`config.mk`:
```
export PLATFORM = sky130hd
export DESIGN_NAME = aes_round_sequencer
export DESIGN_NICKNAME = d
export VERILOG_FILES = /design/src/rtl/aes_round_sequencer_pkg.sv /design/src/rtl/aes_round_sequencer_counter.sv /design/src/rtl/aes_round_sequencer.sv
export SDC_FILE = /design/constraint.sdc
export NUM_CORES = 1
export LEC_CHECK = 0
export ABC_CLOCK_PERIOD_IN_PS = 4400
export CAP_MARGIN = 5
export CORE_MARGIN = 2
export CORE_UTILIZATION = 49
export CTS_CLUSTER_SIZE = 40
export DETAILED_ROUTE_END_ITERATION = 8
export GPL_TIMING_DRIVEN = 0
export PLACE_DENSITY = 0.82
export SLEW_MARGIN = 40
export SYNTH_ARGS = -nofsm -noshare
export SYNTH_HDL_FRONTEND = slang
export SYNTH_SLANG_ARGS = --single-unit
export TNS_END_PERCENT = 5
```
`constraint.sdc`:
```
create_clock -name clk -period 4.4 [get_ports clk]
set_input_delay 0.88 -clock clk [delete_from_list [all_inputs] [get_ports clk]]
set_output_delay 0.88 -clock clk [all_outputs]
set_load 0.1 [all_outputs]
```
`src/rtl/aes_round_sequencer_pkg.sv`:
```
// Shared definitions for the AES round sequencer: FSM state encoding,
// block geometry and the default round count.
// Latency: n/a (types and constants only). Backpressure: n/a.
package aes_round_sequencer_pkg;

  localparam int BYTES_PER_BLOCK    = 16;
  localparam int DEFAULT_NUM_ROUNDS = 10;

  localparam logic [3:0] LAST_BYTE = 4'(BYTES_PER_BLOCK - 1);

  typedef enum logic [2:0] {
    ST_IDLE  = 3'd0,
    ST_LOAD  = 3'd1,
    ST_ROUND = 3'd2,
    ST_FINAL = 3'd3,
    ST_DRAIN = 3'd4,
    ST_DONE  = 3'd5
  } state_t;

  // True on the last byte of a 16-cycle phase.
  function automatic logic is_last_byte(input logic [3:0] b);
    return b == LAST_BYTE;
  endfunction

endpackage

```
`src/rtl/aes_round_sequencer_counter.sv`:
```
// Byte index counter for one 16-byte phase; wraps 15 -> 0 on its own.
// Latency: count updates on the edge after en/clr. Backpressure: none, free-running when enabled.
// Ports: clk, rst (async, active-high), en (advance), clr (sync clear, wins over en), count[3:0].
module aes_round_sequencer_counter
  import aes_round_sequencer_pkg::*;
(
  input  logic       clk,
  input  logic       rst,
  input  logic       en,
  input  logic       clr,
  output logic [3:0] count
);

  always_ff @(posedge clk or posedge rst) begin
    if (rst) begin
      count <= 4'd0;
    end else if (clr) begin
      count <= 4'd0;
    end else if (en) begin
      count <= (count == LAST_BYTE) ? 4'd0 : count + 4'd1;
    end
  end

endmodule

```
`src/rtl/aes_round_sequencer.sv`:
```
// Sequencer for the byte-serial AES encrypt datapath: load, NUM_ROUNDS rounds, output drain.
// Latency: done pulses 16*(NUM_ROUNDS+2) cycles after the cycle in which start is sampled.
// Backpressure: none; every phase runs exactly 16 cycles, abort cancels the block.
// Ports:
//   clk, rst           clock; asynchronous active-high reset
//   start, abort       begin a block (IDLE only); synchronous cancel (wins over everything)
//   in_ready           plaintext byte consumed this cycle (LOAD)
//   perm_en, mc_en     byte permutation enable; mix_col accumulate enable
//   pts_en             pts_converter parallel-load strobe
//   last_round         final round: mix_col bypassed
//   key_req            round-key byte wanted at {round_cnt, byte_cnt}
//   byte_cnt[3:0]      byte index within the current phase
//   round_cnt[3:0]     0 = LOAD, 1..NUM_ROUNDS = rounds, NUM_ROUNDS+1 = DRAIN
//   out_valid          ciphertext byte valid (DRAIN)
//   busy, done         block in flight; one-cycle completion pulse
module aes_round_sequencer
  import aes_round_sequencer_pkg::*;
#(
  parameter int NUM_ROUNDS = DEFAULT_NUM_ROUNDS
) (
  input  logic       clk,
  input  logic       rst,
  input  logic       start,
  input  logic       abort,
  output logic       in_ready,
  output logic       perm_en,
  output logic       mc_en,
  output logic       pts_en,
  output logic       last_round,
  output logic       key_req,
  output logic [3:0] byte_cnt,
  output logic [3:0] round_cnt,
  output logic       out_valid,
  output logic       busy,
  output logic       done
);

  localparam logic [3:0] LAST_RND  = 4'(NUM_ROUNDS);
  localparam logic [3:0] DRAIN_RND = 4'(NUM_ROUNDS + 1);

  state_t     state_q, state_d;
  logic [3:0] round_q, round_d;
  logic [3:0] round_inc;
  logic       last_byte;
  logic       cnt_en;
  logic       cnt_clr;

  // Byte counter runs through every active phase and wraps into the next
  // phase by itself; it is frozen in DONE (already wrapped to 0) and held
  // clear in IDLE or on abort so every block starts at byte 0.
  assign cnt_en  = (state_q != ST_IDLE) && (state_q != ST_DONE);
  assign cnt_clr = abort || (state_q == ST_IDLE);

  aes_round_sequencer_counter u_byte_cnt (
    .clk   (clk),
    .rst   (rst),
    .en    (cnt_en),
    .clr   (cnt_clr),
    .count (byte_cnt)
  );

  assign last_byte = is_last_byte(byte_cnt);
  assign round_inc = round_q + 4'd1;
  assign round_cnt = round_q;

  always_ff @(posedge clk or posedge rst) begin
    if (rst) begin
      state_q <= ST_IDLE;
      round_q <= 4'd0;
    end else begin
      state_q <= state_d;
      round_q <= round_d;
    end
  end

  // Next state, round counter and enable decode. Outputs depend only on
  // state_q and the counters, never directly on start/abort.
  always_comb begin
    state_d    = state_q;
    round_d    = round_q;
    in_ready   = 1'b0;
    perm_en    = 1'b0;
    mc_en      = 1'b0;
    pts_en     = 1'b0;
    last_round = 1'b0;
    key_req    = 1'b0;
    out_valid  = 1'b0;
    done       = 1'b0;
    busy       = (state_q != ST_IDLE);

    case (state_q)
      ST_IDLE: begin
        if (start) begin
          state_d = ST_LOAD;
          round_d = 4'd0;
        end
      end

      ST_LOAD: begin
        in_ready = 1'b1;
        perm_en  = 1'b1;
        key_req  = 1'b1;
        if (last_byte) begin
          round_d = 4'd1;
          state_d = (LAST_RND == 4'd1) ? ST_FINAL : ST_ROUND;
        end
      end

      ST_ROUND: begin
        perm_en = 1'b1;
        key_req = 1'b1;
        // mix_col restarts its column accumulation on byte 0 of each column.
        mc_en   = (byte_cnt[1:0] != 2'b00);
        pts_en  = last_byte;
        if (last_byte) begin
          round_d = round_inc;
          state_d = (round_inc == LAST_RND) ? ST_FINAL : ST_ROUND;
        end
      end

      ST_FINAL: begin
        perm_en    = 1'b1;
        key_req    = 1'b1;
        last_round = 1'b1;
        pts_en     = last_byte;
        if (last_byte) begin
          round_d = DRAIN_RND;
          state_d = ST_DRAIN;
        end
      end

      ST_DRAIN: begin
        out_valid = 1'b1;
        if (last_byte) begin
          state_d = ST_DONE;
        end
      end

      ST_DONE: begin
        done    = 1'b1;
        state_d = ST_IDLE;
        round_d = 4'd0;
      end

      default: begin
        state_d = ST_IDLE;
        round_d = 4'd0;
      end
    endcase

    if (abort) begin
      state_d = ST_IDLE;
      round_d = 4'd0;
    end
  end

endmodule

```
==> flow_metrics.tcl <==
set metrics [dict create \
    status "finished, final reports clean" \
    timing_hold_violations_final 0 \
    routabilityCongestion 0.809 \
    layout_commonest_cell "buf_2" \
    port_buffers 20 \
    coreArea_um2 1470 \
    grt_usage 0.205 \
    whs_ps 557 \
    grt_pass1_vias 628 \
    hpwl_mm 1.22 \
    grt_busiest_layer "met2" \
    cts_resized 0 \
    critPathTopFamily "buffers and inverters" \
    die_x_um 43.1 \
    syn_nets 92 \
    final_layout_size_suffix_gt1_frac 0.269 \
    syn_to_final_growth_pct 22.3 \
    gr-usage-met1 0.262 \
    seq_area_frac_synth 0.367 \
    met2_usage 0.293 \
    clk_pin_slew_ps 70 \
    netlist_area_um2 751 \
    dieArea_um2 1860 \
    met3_usage 0.0638 \
    grt_pass1_wl_mm 2.73 \
    max_stage_delay_ps 440 \
    htreeDepth 1 \
    synth_cells 84 \
    vias 699 \
    cp.buffers_inverters 2 \
    antenna_found_initial 0 \
    drt-pass1-iter-count 4 \
    postCtsHoldBufs 0 \
    stdcell_count 124 \
    clock-sinks 11 \
    fmax_ghz 0.350 \
    routed_wirelength_mm 1.64 \
    cp-start-kind "flop" \
    die_h_um 43.1 \
    postCtsSetupBuffers 0 \
    required_ps 3520 \
    grt-ovfl-total 0 \
    p_per_area_nw_per_um2 265 \
    io_pins 21 \
    layout_common_cells "buf_2, dfrtp_1, nand2_1, nor2_1, inv_1" \
    endpoint_kind "output pin" \
    antenna_cells 0 \
    synth_seq_cells 11 \
    ant_nets 0 \
    drc 0 \
    drt-wirelength-per-cell_um 13.2 \
    vdd_drop_max_mv 0.157 \
    rows 14 \
    rsz0062_at_grt "false" \
    period_share 0.649 \
    synth_area_per_cell_um2 8.94 \
    start_util 0.510 \
    slowest_stage "dfrtp_1" \
    drv_cap 0 \
    drt_iter0_drc 20 \
    nFillCells 143 \
    setup_tns_ps 0 \
    relSlewSlack 0.678 \
    cts_tree "yes" \
    path_cells "ha_1 -> and3_1 -> buf_6 -> and2_2 -> nor2b_1 -> buf_2" \
    fin_crit_ps 2860 \
    worstHoldPathType "flop to flop" \
    clock_latency_ps 290 \
    clock_skew_ps 0.496 \
    dpl.cell_count 120 \
    worst_slew_pin_slew_ps 486 \
    grt_max_degree 12 \
    setup_viol 0 \
    via_per_inst 5.64 \
    final_nets 117 \
    cts-buffers-inserted 3 \
    slew_viol_final 0 \
    clk_path_buf_depth 2 \
    ys_warn_count 0 \
    cellLeakagePower_nw 0.509 \
    critical_path_arrival_ps 1980 \
    cts_root_buffer "clkbuf_4" \
    crit_type "flop to output pin" \
    crit_fanout 9 \
    synth_cell_types 33 \
]
==> layout make-up <==
class,instances,area (µm²),area share
Multi-Input combinational cell,60,413,0.450
Sequential cell,11,275,0.300
Timing Repair Buffer,20,115,0.125
Buffer,5,38.8,0.0422
Inverter,8,30.0,0.0327
Clock buffer,4,26.3,0.0286
Tap cell,16,20.0,0.0218
==> report_power, final <==
group,internal (W),switching [W]
Combinational,0.0000153,0.0000493
Sequential,0.000103,0.00000146
Clock,0.0000354,0.0000394
==> through the flow <==
| step | utilization | cell area, µm² | worst slack [ps] | power, W |
|---|---|---|---|---|
| final | 0.624 | 918 | 1540 | 0.000243 |
| after global routing | 0.624 | 918 | 1440 | 0.000257 |
| after CTS | 0.624 | 918 | 1560 | 0.000245 |
| after detailed placement | 0.606 | 892 | 1880 | 0.000171 |
| after global placement | 0.664 | 977 | 1150 | 0.000174 |
| after floorplan | - | 757 | 451 | 0.000159 |
==> cells by family after synthesis <==
family,after synthesis,share of synthesized area
fa+ha+maj,4,0.0667
flops,11,0.367
xor+xnor,5,0.0583
buf+inv,13,0.0917
simple gates,36,0.250
compound gates,15,0.167
==> sequential cells by signal (all words and copies together) (netlist names) <==
register,flops
u_byte_cnt.count,4
round_cnt,4
state_q,3
==> worst paths after layout <==
path                                                 startpoint                               to  slack [ps]  cells past startpoint
worst max register to register  u_byte_cnt.count[0]$_DFFE_PP0P_         round_cnt[2]$_DFFE_PP0P_        2650                      6
worst max-delay path            u_byte_cnt.count[0]$_DFFE_PP0P_                           pts_en        1540                      6
worst min register to register  u_byte_cnt.count[3]$_DFFE_PP0P_  u_byte_cnt.count[3]$_DFFE_PP0P_         560                      2
max in group asynchronous                                   rst  u_byte_cnt.count[2]$_DFFE_PP0P_        3220                      2
min in group asynchronous                                   rst  u_byte_cnt.count[3]$_DFFE_PP0P_         880                      2
worst min-delay path            u_byte_cnt.count[3]$_DFFE_PP0P_  u_byte_cnt.count[3]$_DFFE_PP0P_         560                      2
==> synthesized netlist by cell type <==
cell	count	area share
and2_1	1	0.0083
a311oi_1	1	0.012
nand2_1	8	0.040
inv_1	8	0.040
and2b_1	1	0.010
o21ai_0	1	0.0067
buf_4	3	0.030
buf_6	1	0.015
a32o_1	3	0.040
nor4_1	1	0.0083
a31oi_1	1	0.0083
a21o_1	1	0.010
nand3b_1	1	0.010
nand2b_1	3	0.025
and2_2	1	0.010
and3_1	1	0.0083
xnor2_1	3	0.035
nor2b_1	1	0.0083
nand3_1	3	0.020
xor2_1	2	0.023
or3_1	1	0.0083
ha_1	4	0.067
dfrtp_1	11	0.37
o311a_1	1	0.013
nor2_1	8	0.040
buf_2	1	0.0067
or3_4	1	0.015
a21oi_1	3	0.020
nor3_1	4	0.027
o41ai_1	2	0.023
a21oi_4	1	0.022
and3b_1	1	0.012
o22a_1	1	0.012
==> worst min-delay path: cells and delay by family (launching register included) <==
family / cells / cell delay (ps)
DFF: 1 / 400
AOI/OAI and AO/OA: 1 / 60
and+or+nand+nor: 1 / 70
==> metal layers <==
layer / up-vias / routed length (µm) / share of wire
met5: - / 0 / 0
li1: 340 / - / -
met3: 5 / 85 / 0.052
met1: 333 / 746 / 0.45
met4: 0 / 43 / 0.026
met2: 21 / 764 / 0.47
Note: power is estimated with default switching activity, not from simulation.
